[src/rtl/phase_sequencer_pkg.sv]
// Shared types and programme tables for the multi-phase filter sequencer.
// Each filter type selects a fixed list of system filters run back to back.
package phase_pkg;

    typedef enum logic [1:0] {
        FT_GAUSS   = 2'd0,
        FT_CANNY   = 2'd1,
        FT_EDGE4   = 2'd2,
        FT_INVALID = 2'd3
    } ft_e;

    typedef enum logic [2:0] {
        SYSF_GAUSS = 3'd0,
        SYSF_CANNY = 3'd1,
        SYSF_SOBEL = 3'd2,
        SYSF_NMS   = 3'd3,
        SYSF_HYST  = 3'd4
    } sysf_e;

    typedef enum logic [2:0] {
        IDLE,
        LOAD,
        START,
        FILTERING,
        PHASE_DONE,
        DONE
    } state_e;

    // Unclipped programme length; zero marks an invalid type.
    function automatic int phase_count(input logic [1:0] ft);
        case (ft)
            FT_GAUSS: return 1;
            FT_CANNY: return 2;
            FT_EDGE4: return 4;
            default:  return 0;
        endcase
    endfunction

    function automatic sysf_e phase_filter(input logic [1:0] ft, input int idx);
        sysf_e f;
        f = SYSF_GAUSS;
        case (ft)
            FT_CANNY: if (idx == 1) f = SYSF_CANNY;
            FT_EDGE4: begin
                case (idx)
                    1:       f = SYSF_SOBEL;
                    2:       f = SYSF_NMS;
                    3:       f = SYSF_HYST;
                    default: f = SYSF_GAUSS;
                endcase
            end
            default:  f = SYSF_GAUSS;
        endcase
        return f;
    endfunction

endpackage

[src/rtl/phase_sequencer_if.sv]
// Host-config and filter-engine signal bundle for phase_sequencer.
// The timeout flag only exists when PHASE_TIMEOUT_EN is defined.
interface phase_sequencer_if #(
    parameter int ADDR_W = 32,
    parameter int FT_W   = 2,
    parameter int SYSF_W = 3,
    parameter int PH_W   = 2
) ();

    logic              en_process;
    logic              abort;
    logic [FT_W-1:0]   filter_type;
    logic              filter_phase_done;
    logic [ADDR_W-1:0] source_address;
    logic [ADDR_W-1:0] final_address;
    logic [ADDR_W-1:0] temp_address_a;
    logic [ADDR_W-1:0] temp_address_b;

    logic              en_filter_phase;
    logic [SYSF_W-1:0] system_filter;
    logic [ADDR_W-1:0] input_address;
    logic [ADDR_W-1:0] output_address;
    logic [PH_W-1:0]   cur_phase;
    logic              busy;
    logic              process_done;
    logic              aborted;
`ifdef PHASE_TIMEOUT_EN
    logic              timeout;
`endif

    modport master (
        output en_process, abort, filter_type, filter_phase_done,
               source_address, final_address, temp_address_a, temp_address_b,
        input  en_filter_phase, system_filter, input_address, output_address,
               cur_phase, busy, process_done, aborted
`ifdef PHASE_TIMEOUT_EN
        , input timeout
`endif
    );

    modport slave (
        input  en_process, abort, filter_type, filter_phase_done,
               source_address, final_address, temp_address_a, temp_address_b,
        output en_filter_phase, system_filter, input_address, output_address,
               cur_phase, busy, process_done, aborted
`ifdef PHASE_TIMEOUT_EN
        , output timeout
`endif
    );

endinterface

[src/rtl/phase_sequencer_flex_counter.sv]
// Generic clearable up-counter used for the phase index.
module flex_counter #(
    parameter int NUM_CNT_BITS = 4
) (
    input  logic                    clk,
    input  logic                    n_rst,
    input  logic                    clear,
    input  logic                    count_enable,
    output logic [NUM_CNT_BITS-1:0] count_out
);

    always_ff @(posedge clk or negedge n_rst) begin
        if (!n_rst)
            count_out <= '0;
        else if (clear)
            count_out <= '0;
        else if (count_enable)
            count_out <= count_out + 1'b1;
    end

endmodule

[src/rtl/phase_sequencer.sv]
// Multi-phase filter sequencer: walks a per-type programme, ping-ponging between temp buffers.
// Optional PHASE_TIMEOUT_EN adds a per-phase watchdog and the timeout flag.
module phase_sequencer
    import phase_pkg::*;
#(
    parameter int ADDR_W     = 32,
    parameter int MAX_PHASES = 4,
    parameter int FT_W       = 2,
    parameter int SYSF_W     = 3,
    parameter int PH_W       = (MAX_PHASES > 1) ? $clog2(MAX_PHASES) : 1
`ifdef PHASE_TIMEOUT_EN
    , parameter int TIMEOUT_CYCLES = 2**20
`endif
) (
    input logic              clk,
    input logic              n_rst,
    phase_sequencer_if.slave bus
);

    state_e state, next_state;

    logic [FT_W-1:0]   cfg_ft;
    logic [ADDR_W-1:0] cfg_src, cfg_final, cfg_ta, cfg_tb;

    logic [PH_W:0]     phase_cnt;
    logic [PH_W:0]     idx_next;
    int                n_phases;
    logic              last_now;
    logic              last_next;
    logic              set_abort;
    logic              phase_adv;
    logic              start_run;

    logic [SYSF_W-1:0] sysf_next;
    logic [ADDR_W-1:0] in_addr_next;
    logic [ADDR_W-1:0] out_addr_next;

`ifdef PHASE_TIMEOUT_EN
    localparam int TMO_W = $clog2(TIMEOUT_CYCLES + 1);
    logic [TMO_W-1:0] tmo_cnt;
    logic             tmo_hit;
    logic             set_tmo;

    always_ff @(posedge clk or negedge n_rst) begin
        if (!n_rst)
            tmo_cnt <= '0;
        else if (state == START)
            tmo_cnt <= '0;
        else if (state == FILTERING)
            tmo_cnt <= tmo_cnt + 1'b1;
    end

    assign tmo_hit = (state == FILTERING) && (tmo_cnt == TMO_W'(TIMEOUT_CYCLES - 1));
`endif

    assign start_run = (state == IDLE) && bus.en_process;

    flex_counter #(.NUM_CNT_BITS(PH_W + 1)) u_phase_cnt (
        .clk          (clk),
        .n_rst        (n_rst),
        .clear        (state == LOAD),
        .count_enable (phase_adv),
        .count_out    (phase_cnt)
    );

    // Configuration is frozen for the whole run on the IDLE->LOAD edge.
    always_ff @(posedge clk or negedge n_rst) begin
        if (!n_rst) begin
            cfg_ft    <= '0;
            cfg_src   <= '0;
            cfg_final <= '0;
            cfg_ta    <= '0;
            cfg_tb    <= '0;
        end else if (start_run) begin
            cfg_ft    <= bus.filter_type;
            cfg_src   <= bus.source_address;
            cfg_final <= bus.final_address;
            cfg_ta    <= bus.temp_address_a;
            cfg_tb    <= bus.temp_address_b;
        end
    end

    always_ff @(posedge clk or negedge n_rst) begin
        if (!n_rst)
            state <= IDLE;
        else
            state <= next_state;
    end

    always_comb begin
        next_state = state;
        set_abort  = 1'b0;
        phase_adv  = 1'b0;
`ifdef PHASE_TIMEOUT_EN
        set_tmo    = 1'b0;
`endif
        n_phases = phase_count(cfg_ft[1:0]);
        if (n_phases > MAX_PHASES)
            n_phases = MAX_PHASES;
        last_now = (int'(phase_cnt) == n_phases - 1);

        case (state)
            IDLE: begin
                if (bus.en_process)
                    next_state = LOAD;
            end
            LOAD: begin
                if (bus.abort || n_phases == 0) begin
                    next_state = DONE;
                    set_abort  = 1'b1;
                end else begin
                    next_state = START;
                end
            end
            START: begin
                if (bus.abort) begin
                    next_state = DONE;
                    set_abort  = 1'b1;
                end else begin
                    next_state = FILTERING;
                end
            end
            FILTERING: begin
                if (bus.abort) begin
                    next_state = DONE;
                    set_abort  = 1'b1;
                end else if (bus.filter_phase_done) begin
                    next_state = PHASE_DONE;
                end
`ifdef PHASE_TIMEOUT_EN
                else if (tmo_hit) begin
                    next_state = DONE;
                    set_abort  = 1'b1;
                    set_tmo    = 1'b1;
                end
`endif
            end
            PHASE_DONE: begin
                if (bus.abort) begin
                    next_state = DONE;
                    set_abort  = 1'b1;
                end else if (last_now) begin
                    next_state = DONE;
                end else begin
                    next_state = START;
                    phase_adv  = 1'b1;
                end
            end
            DONE:    next_state = IDLE;
            default: next_state = IDLE;
        endcase

        // Values presented with the next START pulse; the counter advances on the same edge.
        idx_next  = phase_adv ? (phase_cnt + 1'b1) : '0;
        last_next = (int'(idx_next) == n_phases - 1);
        sysf_next = SYSF_W'(phase_filter(cfg_ft[1:0], int'(idx_next)));

        if (idx_next == '0)
            in_addr_next = cfg_src;
        else if (idx_next[0])
            in_addr_next = cfg_ta;
        else
            in_addr_next = cfg_tb;

        if (last_next)
            out_addr_next = cfg_final;
        else if (!idx_next[0])
            out_addr_next = cfg_ta;
        else
            out_addr_next = cfg_tb;
    end

    always_ff @(posedge clk or negedge n_rst) begin
        if (!n_rst) begin
            bus.en_filter_phase <= 1'b0;
            bus.process_done    <= 1'b0;
            bus.busy            <= 1'b0;
            bus.aborted         <= 1'b0;
            bus.cur_phase       <= '0;
            bus.system_filter   <= SYSF_W'(SYSF_GAUSS);
            bus.input_address   <= '0;
            bus.output_address  <= '0;
        end else begin
            bus.en_filter_phase <= (next_state == START);
            bus.process_done    <= (next_state == DONE);
            bus.busy            <= (next_state != IDLE);
            if (start_run)
                bus.aborted <= 1'b0;
            else if (set_abort)
                bus.aborted <= 1'b1;
            if (next_state == START) begin
                bus.cur_phase      <= idx_next[PH_W-1:0];
                bus.system_filter  <= sysf_next;
                bus.input_address  <= in_addr_next;
                bus.output_address <= out_addr_next;
            end
        end
    end

`ifdef PHASE_TIMEOUT_EN
    always_ff @(posedge clk or negedge n_rst) begin
        if (!n_rst)
            bus.timeout <= 1'b0;
        else if (start_run)
            bus.timeout <= 1'b0;
        else if (set_tmo)
            bus.timeout <= 1'b1;
    end
`endif

endmodule

[src/flat_wrapper.sv]
// flat-port wrapper written by rule: the top's interface ports become plain ports
module phase_sequencer_flat import phase_pkg::*;
#(
    parameter int ADDR_W     = 32,
    parameter int MAX_PHASES = 4,
    parameter int FT_W       = 2,
    parameter int SYSF_W     = 3,
    parameter int PH_W       = (MAX_PHASES > 1) ? $clog2(MAX_PHASES) : 1

)
  (clk, n_rst, bus_en_process, bus_abort, bus_filter_type, bus_filter_phase_done, bus_source_address, bus_final_address, bus_temp_address_a, bus_temp_address_b, bus_en_filter_phase, bus_system_filter, bus_input_address, bus_output_address, bus_cur_phase, bus_busy, bus_process_done, bus_aborted);
  phase_sequencer_if #(.ADDR_W(ADDR_W), .FT_W(FT_W), .SYSF_W(SYSF_W), .PH_W(PH_W)) bus_i ();
  input logic clk;
  input logic n_rst;
  input wire logic [$bits(bus_i.en_process)-1:0] bus_en_process;
  input wire logic [$bits(bus_i.abort)-1:0] bus_abort;
  input wire logic [$bits(bus_i.filter_type)-1:0] bus_filter_type;
  input wire logic [$bits(bus_i.filter_phase_done)-1:0] bus_filter_phase_done;
  input wire logic [$bits(bus_i.source_address)-1:0] bus_source_address;
  input wire logic [$bits(bus_i.final_address)-1:0] bus_final_address;
  input wire logic [$bits(bus_i.temp_address_a)-1:0] bus_temp_address_a;
  input wire logic [$bits(bus_i.temp_address_b)-1:0] bus_temp_address_b;
  output wire logic [$bits(bus_i.en_filter_phase)-1:0] bus_en_filter_phase;
  output wire logic [$bits(bus_i.system_filter)-1:0] bus_system_filter;
  output wire logic [$bits(bus_i.input_address)-1:0] bus_input_address;
  output wire logic [$bits(bus_i.output_address)-1:0] bus_output_address;
  output wire logic [$bits(bus_i.cur_phase)-1:0] bus_cur_phase;
  output wire logic [$bits(bus_i.busy)-1:0] bus_busy;
  output wire logic [$bits(bus_i.process_done)-1:0] bus_process_done;
  output wire logic [$bits(bus_i.aborted)-1:0] bus_aborted;
  assign bus_i.en_process = bus_en_process;
  assign bus_i.abort = bus_abort;
  assign bus_i.filter_type = bus_filter_type;
  assign bus_i.filter_phase_done = bus_filter_phase_done;
  assign bus_i.source_address = bus_source_address;
  assign bus_i.final_address = bus_final_address;
  assign bus_i.temp_address_a = bus_temp_address_a;
  assign bus_i.temp_address_b = bus_temp_address_b;
  assign bus_en_filter_phase = bus_i.en_filter_phase;
  assign bus_system_filter = bus_i.system_filter;
  assign bus_input_address = bus_i.input_address;
  assign bus_output_address = bus_i.output_address;
  assign bus_cur_phase = bus_i.cur_phase;
  assign bus_busy = bus_i.busy;
  assign bus_process_done = bus_i.process_done;
  assign bus_aborted = bus_i.aborted;
  phase_sequencer #(.ADDR_W(ADDR_W), .MAX_PHASES(MAX_PHASES), .FT_W(FT_W), .SYSF_W(SYSF_W), .PH_W(PH_W)) u_core (.clk(clk), .n_rst(n_rst), .bus(bus_i));
endmodule
[config.mk]
export PLATFORM = sky130hd
export DESIGN_NAME = phase_sequencer_flat
export DESIGN_NICKNAME = d
export VERILOG_FILES = /design/src/rtl/phase_sequencer_pkg.sv /design/src/rtl/phase_sequencer_if.sv /design/src/rtl/phase_sequencer_flex_counter.sv /design/src/rtl/phase_sequencer.sv /design/src/flat_wrapper.sv
export SDC_FILE = /design/constraint.sdc
export NUM_CORES = 1
export LEC_CHECK = 0
export ABC_CLOCK_PERIOD_IN_PS = 4800
export BUFFER_PORTS_ARGS = -buffer_cell sky130_fd_sc_hd__buf_4
export CAP_MARGIN = 20
export CORE_MARGIN = 2
export CORE_UTILIZATION = 59
export DETAILED_ROUTE_END_ITERATION = 8
export PLACE_DENSITY_LB_ADDON = 0.2
export SYNTH_ARGS = -nofsm -noshare
export SYNTH_HDL_FRONTEND = slang
export SYNTH_SLANG_ARGS = --single-unit
[constraint.sdc]
create_clock -name clk -period 4.8 [get_ports clk]
set_input_delay 0.72 -clock clk [delete_from_list [all_inputs] [get_ports clk]]
set_output_delay 0.72 -clock clk [all_outputs]
set_load 0.02 [all_outputs]
==> results of run 1 <==
synth_stat cells, types with 2 or more instances:
cell type	n
a21oi_1	4
xnor2_1	3
buf_6	5
nor2b_1	7
o21ai_0	3
a22o_1	34
o21ai_1	2
nor4_1	2
inv_1	6
o21a_1	2
nor3b_1	4
a31oi_1	33
clkbuf_1	28
dfrtp_1	209
mux2_2	129
ha_1	6
buf_2	38
nor2_1	74
o21ai_2	2
o311ai_0	32
nand2_1	146
a311oi_1	32
a21o_1	32
xor2_1	2
nor3_1	2
cells in the final DEF, fill, tap and decap left out, types with 3 or more instances in the layout:
master,n
ha_1,5
a311oi_1,32
a21o_1,32
buf_4,215
a21oi_1,4
nor2_1,74
clkinv_2,3
nor2b_1,7
xnor2_1,3
clkbuf_8,9
nand2_1,146
mux2_2,129
clkbuf_16,23
inv_1,6
nor3b_1,3
o21ai_0,3
a31oi_1,33
buf_12,3
a22o_1,34
dfrtp_1,209
clkbuf_1,3
o311ai_0,32
area by class of cell:
cell class,count,share of cell area (%)
Timing Repair Buffer,219,14.1
Multi-Input combinational cell,564,33.7
Sequential cell,209,43.6
Clock inverter,5,0.438
Antenna cell,1,0.0208
Clock buffer,34,5.81
Inverter,6,0.188
Tap cell,216,2.25
through the flow:
stage               cells  power (mW)  area, µm²  utilization [%]
finish               1254        8.63      12000             75.6
global route         1254        9.15      12000             75.6
CTS                  1253        8.66      12000             75.6
detailed placement   1214        6.90      11300             70.8
global placement     1214        6.75      11300             70.8
floorplan             851        5.73       9620                -
per-layer routing:
layer	GRT usage, %	vias to the layer above	share of wire (%)
li1	-	3412	-
met1	38.1	3695	44
met2	43.2	265	47
met3	4.78	51	5.7
met4	9.78	0	3.2
met5	0	-	0
critical path: stages (launching register included):
cell,delay [ns]
dfrtp_1,0.42
inv_1,0.12
ha_1,0.25
xnor3_1,0.45
o41ai_2,0.21
buf_4,0.27
or3_1,0.15
nand2_1,0.61
o311ai_0,0.66
a22o_1,0.20
state kept, by name (all words and copies together) (netlist names), 2 cells and up:
name / count
u_core.bus.cur_phase: 2
u_core.bus.input_address: 32
u_core.bus.output_address: 32
u_core.bus.system_filter: 3
u_core.cfg_final: 32
u_core.cfg_ft: 2
u_core.cfg_src: 32
u_core.cfg_ta: 32
u_core.cfg_tb: 32
u_core.state: 3
u_core.u_phase_cnt.count_out: 3
logic make-up after synthesis:
family	after synthesis
AOI/OAI and AO/OA	182
xor gates and xnor gates	6
adders and majority gates	6
buffers and inverters	78
DFF	209
muxes	129
and+or+nand+nor	241
worst paths after layout:
kind                       cells past startpoint                                startpoint  slack, ns                                        end
setup reg to reg                               9              u_core.cfg_ft[1]$_DFFE_PN0P_       1.39  u_core.bus.output_address[27]$_DFFE_PN0P_
min in group clk                               3                        bus_filter_type[0]       0.44               u_core.cfg_ft[0]$_DFFE_PN0P_
hold reg to reg                                1  u_core.bus.input_address[25]$_DFFE_PN0P_       0.48   u_core.bus.input_address[25]$_DFFE_PN0P_
max in group asynchronous                      2                                     n_rst       3.45           u_core.cfg_final[10]$_DFFE_PN0P_
hold / removal                                 1                                     n_rst       0.36   u_core.bus.input_address[27]$_DFFE_PN0P_
setup / recovery                               9              u_core.cfg_ft[1]$_DFFE_PN0P_       1.39  u_core.bus.output_address[27]$_DFFE_PN0P_
power groups by stage:
stage	sequential, mW	combinational, mW	clock, mW
floorplan	3.40	2.34	0
global placement	3.23	3.52	0
detailed placement	3.26	3.64	0
CTS	3.25	3.66	1.75
global route	3.36	3.97	1.83
finish	3.26	3.64	1.73
==> results.sh, run 1 <==
export IMPL_p_per_area_nw_per_um2=719
export IMPL_routedWlPerCell_um=18.9
export IMPL_dp_slack_ns=1.36
export IMPL_synth_largest_area_cell="dfrtp_1"
export IMPL_intPower_mw=5.42
export IMPL_fmax_mhz=293
export IMPL_synthTopCellsByArea="dfrtp_1 54%, mux2_2 15%, nand2_1 5.7%"
export IMPL_ys_warn_count=0
export IMPL_final_setup_skew_ns=0.00801
export IMPL_syn_area_um2=9620
export IMPL_track_usage_pct=27.2
export IMPL_worst_pin_slew_ns=1.08
export IMPL_grt_pass1_vias=7287
export IMPL_yosys_mux_area_fraction_pct=15.1
export IMPL_ys_flop_type="dfrtp_1"
export IMPL_ant_nets=0
export IMPL_die_area_um2=17300
export IMPL_synth_xor_area_share_pct=0.690
export IMPL_ys_ff_latch=209
export IMPL_clockBufferDepth=3
export IMPL_synth_top_cell_area_share_pct=54.4
export IMPL_p_sw_mw=3.20
export IMPL_numCtsBuffers=22
export IMPL_drt_iter0_markers=627
export IMPL_synth_fa_ha_area_share_pct=0.781
export IMPL_cts_sinks=209
export IMPL_drc_errors=0
export IMPL_seq_area_um2=5230
export IMPL_grt_max_degree=119
export IMPL_maxSlewViolCount=0
export IMPL_dr_pass1_iters=8
export IMPL_postLayoutSetupSlackWorst_ns=1.39
export IMPL_synth_simple_gate_area_share_pct=10.0
export IMPL_routabilityCongestion=0.795
export IMPL_fillers=1096
export IMPL_arrival_ns=3.84
export IMPL_worstSetupEndpointType="register"
export IMPL_start_util_pct=60.5
export IMPL_setup_tns_final_ns=0
export IMPL_synthesis_nets=992
export IMPL_clkPwrFrac_pct=20.0
export IMPL_syn_inst=851
export IMPL_post_cts_resized=0
export IMPL_pwr_share_comb_pct=42.2
export IMPL_viasPerCell=5.92
export IMPL_crit_path_max_fanout=32
export IMPL_drive_above_1_share_pct=38.0
export IMPL_status="complete, no violations"
export IMPL_post_route_period_util_pct=71.0
export IMPL_hold_viol=0
export IMPL_multi_input_area_um2=4040
export IMPL_die_h_um=132
export IMPL_cts_htree_levels=1
export IMPL_fp_row_count=46
export IMPL_synth_edf_count=0
export IMPL_peakVddDrop_v=0.000415
export IMPL_cts_root_buf="clkbuf_16"
export IMPL_cts_hold_buf=0
export IMPL_max_cap_violations=0
export IMPL_ys_types=39
export IMPL_clk_pin_slew_ns=0.06
export IMPL_syn_mean_instance_area_um2=11.3
export IMPL_grt_setup_unrepaired="no"
export IMPL_start_kind="register"
export IMPL_wl_um=23700
export IMPL_syn2layout_area_growth_pct=24.9
export IMPL_cts_setup_buffers=0
export IMPL_swShare_pct=37.1
export IMPL_cts_tree="yes"
export IMPL_antenna_found_initial=1
export IMPL_ys_seq_area_share_pct=54.4
export IMPL_dp_hpwl_um=15300
export IMPL_die_w_um=132
export IMPL_period_minus_slack_ns=3.41
export IMPL_hold_ws_ns=0.359
export IMPL_ys_async_sr_fraction_pct=100
export IMPL_hold_path_class="input port to asynchronous set/reset pin"
export IMPL_seq_power_share_pct=37.8
export IMPL_io_pins=208
export IMPL_grt_ovfl_total=0
export IMPL_relSlewSlack_pct=27.8
export IMPL_critPathRequiredTime_ns=5.23
export IMPL_clkLatencyLatePin_ns=0.50
export IMPL_cellLeakagePower_nw=5.63
export IMPL_core_area_um2=15900
export IMPL_port_buffers=207
export IMPL_via_count=7423
export IMPL_crit_type="register to register"
export IMPL_grt_pass1_wl_um=38500
export IMPL_final_setup_viol_count=0
export IMPL_synth_compound_area_share_pct=15.0
export IMPL_nets=1163
export IMPL_synth_top_family_by_area="multiplexers"
(Power assumes the default switching activity.)
==> inputs of run 2 (changes only) <==
--- a/config.mk
+++ b/config.mk
@@ -5,11 +5,11 @@
 export SDC_FILE = /design/constraint.sdc
 export NUM_CORES = 1
 export LEC_CHECK = 0
-export ABC_CLOCK_PERIOD_IN_PS = 4800
+export ABC_CLOCK_PERIOD_IN_PS = 2900
 export BUFFER_PORTS_ARGS = -buffer_cell sky130_fd_sc_hd__buf_4
 export CAP_MARGIN = 20
 export CORE_MARGIN = 2
-export CORE_UTILIZATION = 59
+export CORE_UTILIZATION = 49
 export DETAILED_ROUTE_END_ITERATION = 8
 export PLACE_DENSITY_LB_ADDON = 0.2
 export SYNTH_ARGS = -nofsm -noshare
==> constraint.sdc (replaced) <==
create_clock -name clk -period 2.9 [get_ports clk]
set_input_delay 0.435 -clock clk [delete_from_list [all_inputs] [get_ports clk]]
set_output_delay 0.435 -clock clk [all_outputs]
set_load 0.02 [all_outputs]
==> run 2 against run 1 <==
  * Sequential cell count unchanged
  * Clock power grew 60%
  * Largest power group unchanged
  * Sequential power up 66%
  * Utilization is 12 points lower
  * Final cell count grew 5.4%
  * First-iteration DRC count down 24%
  * Non-clock buffer count rose by 18
  * Die area increased by 20%
  * Cell area is 2.7% higher
  * Critical path type unchanged
==> results.sh, run 2 (synthesis gave the netlist of run 1 again) <==
export IMPL_dr_max_layer_used="met4"
export IMPL_path_cells="inv_1 -> ha_1 -> xnor3_1 -> o41ai_2 -> buf_12 -> o21ai_1 -> o21a_1 -> buf_12 -> o311ai_0 -> a22o_1"
export IMPL_grt_ovfl_total=0
export IMPL_start_kind="register"
export IMPL_startpoint="u_core.cfg_ft[0]$_DFFE_PN0P_"
export IMPL_crit_path_max_fanout=32
export IMPL_r2r_end="u_core.bus.output_address[7]$_DFFE_PN0P_"
export IMPL_cts_root_buf="clkbuf_16"
export IMPL_met1_length_um=11600
export IMPL_die_w_um=144
export IMPL_fmax_mhz=357
export IMPL_grt_max_degree=94
export IMPL_die_h_um=144
export IMPL_fp_row_count=51
export IMPL_peakVddDrop_v=0.000565
export IMPL_routabilityCongestion=0.851
export IMPL_cts_setup_buffers=0
export IMPL_worst_pin_slew_ns=0.632
export IMPL_crit_type="register to register"
export IMPL_worstSetupEndpointType="register"
export IMPL_viasPerCell=5.53
export IMPL_ant_nets=0
export IMPL_p_per_area_nw_per_um2=1190
export IMPL_worstHoldStart="bus_filter_type[1]"
export IMPL_grt_pass1_wl_um=39000
export IMPL_via_count=7310
export IMPL_dp_hpwl_um=17000
export IMPL_clkLatencyLatePin_ns=0.51
export IMPL_numCtsBuffers=23
export IMPL_track_usage_pct=24.0
export IMPL_rrSetupSlack_ns=0.1
export IMPL_hold_path_class="input port to register"
export IMPL_min_to="u_core.cfg_ft[1]$_DFFE_PN0P_"
export IMPL_drive_above_1_share_pct=39.0
export IMPL_max_cap_violations=0
export IMPL_wl_met3_um=1830
export IMPL_clk_pin_slew_ns=0.06
export IMPL_path_buf_inv=3
export IMPL_cellLeakagePower_nw=5.76
export IMPL_final_common_cell="buf_4"
export IMPL_cts_sinks=209
export IMPL_die_area_um2=20800
export IMPL_hold_ws_ns=0.149
export IMPL_post_route_period_util_pct=96.7
export IMPL_clockBufferDepth=3
export IMPL_min_path_cells=3
export IMPL_cts_tree="yes"
export IMPL_final_setup_viol_count=0
export IMPL_relSlewSlack_pct=57.8
export IMPL_critPathRequiredTime_ns=3.34
export IMPL_final_cell_mix="221 x buf_4, 209 x dfrtp_1, 146 x nand2_1"
export IMPL_cpMostUsedCell="buf_12"
export IMPL_dr_pass1_iters=4
export IMPL_io_pins=208
export IMPL_period_minus_slack_ns=2.80
export IMPL_final_setup_skew_ns=0.0104
export IMPL_nets=1182
export IMPL_drc_errors=0
export IMPL_cp_slowest_cell="o311ai_0"
export IMPL_grt_pass1_vias=6985
export IMPL_status="complete, no violations"
export IMPL_grt_setup_unrepaired="yes"
export IMPL_wl_um=25100
export IMPL_slowest_delay_ns=0.45
export IMPL_dr_wl_met2_um=11100
export IMPL_power_total_mw=14.7
export IMPL_arrival_ns=3.24
export IMPL_cts_htree_levels=1
export IMPL_syn2layout_area_growth_pct=28.2
export IMPL_routedWlPerCell_um=19.0
export IMPL_reg2reg_depth=10
export IMPL_port_buffers=207
export IMPL_hold_viol=0
export IMPL_antenna_found_initial=1
export IMPL_reg2reg_from="u_core.cfg_ft[0]$_DFFE_PN0P_"
export IMPL_core_area_um2=19300
export IMPL_fillers=1624
export IMPL_crit_family="compound AO/OA/AOI/OAI gates"
export IMPL_maxSlewViolCount=0
export IMPL_drt_iter0_markers=479
export IMPL_start_util_pct=49.7
## run 2: tightest hold or removal path: stages
cell	delay [ns]
buf_4	0.08
nand2_1	0.04
o21ai_0	0.06
## run 2: final cells by class
type / instances / area (µm²) / share of cell area (%)
Timing Repair Buffer: 237 / 1950 / 15.8
Tap cell: 265 / 332 / 2.69
Inverter: 6 / 22.5 / 0.183
Clock inverter: 4 / 27.5 / 0.223
Multi-Input combinational cell: 564 / 4080 / 33.1
Clock buffer: 36 / 684 / 5.55
Sequential cell: 209 / 5230 / 42.4
Antenna cell: 1 / 2.50 / 0.0203
## run 2: how the worst max path moves through the flow
stage / end / slack [ns] / depth (start not counted)
floorplan: u_core.bus.output_address[1]$_DFFE_PN0P_ / 0.43 / 10
global placement: u_core.bus.output_address[16]$_DFFE_PN0P_ / -0.08 / 10
detailed placement: u_core.bus.output_address[16]$_DFFE_PN0P_ / -0.15 / 10
CTS: u_core.bus.input_address[25]$_DFFE_PN0P_ / 0.03 / 10
global route: u_core.bus.output_address[23]$_DFFE_PN0P_ / -0.04 / 10
finish: u_core.bus.output_address[7]$_DFFE_PN0P_ / 0.1 / 10
## run 2: power by group
part	internal (mW)	switching (mW)	leakage (nW)
registers	4.38	1.03	2.53
logic	3.15	3.38	2.88
clock network	1.62	1.15	0.351
## run 2: metrics by stage
stage | setup WS [ns] | util [%] | TNS (ns) | instance area (µm²) | std cells
floorplan | 0.435 | - | 0 | 9620 | 851
global placement | -0.0773 | 59.7 | -0.174 | 11500 | 1280
detailed placement | -0.149 | 59.7 | -0.510 | 11500 | 1280
CTS | 0.0325 | 63.5 | 0 | 12300 | 1321
global route | -0.0374 | 63.7 | -0.188 | 12300 | 1322
finish | 0.0961 | 63.7 | 0 | 12300 | 1322
## run 2: what timing repair did
| action | CTS | global route |
|---|---|---|
| hold buffers | 1 | 0 |
| gates resized for setup | 5 | 17 |
| endpoints found under the setup margin | 5 | 39 |
| endpoints found under the hold margin | 80 | 0 |
## run 2: per-layer routing
| layer | global-route usage [%] | vias up |
|---|---|---|
| met5 | 0 | - |
| met4 | 6.60 | 0 |
| met3 | 4.93 | 39 |
| met2 | 34.9 | 254 |
| met1 | 36.4 | 3567 |
| li1 | - | 3450 |
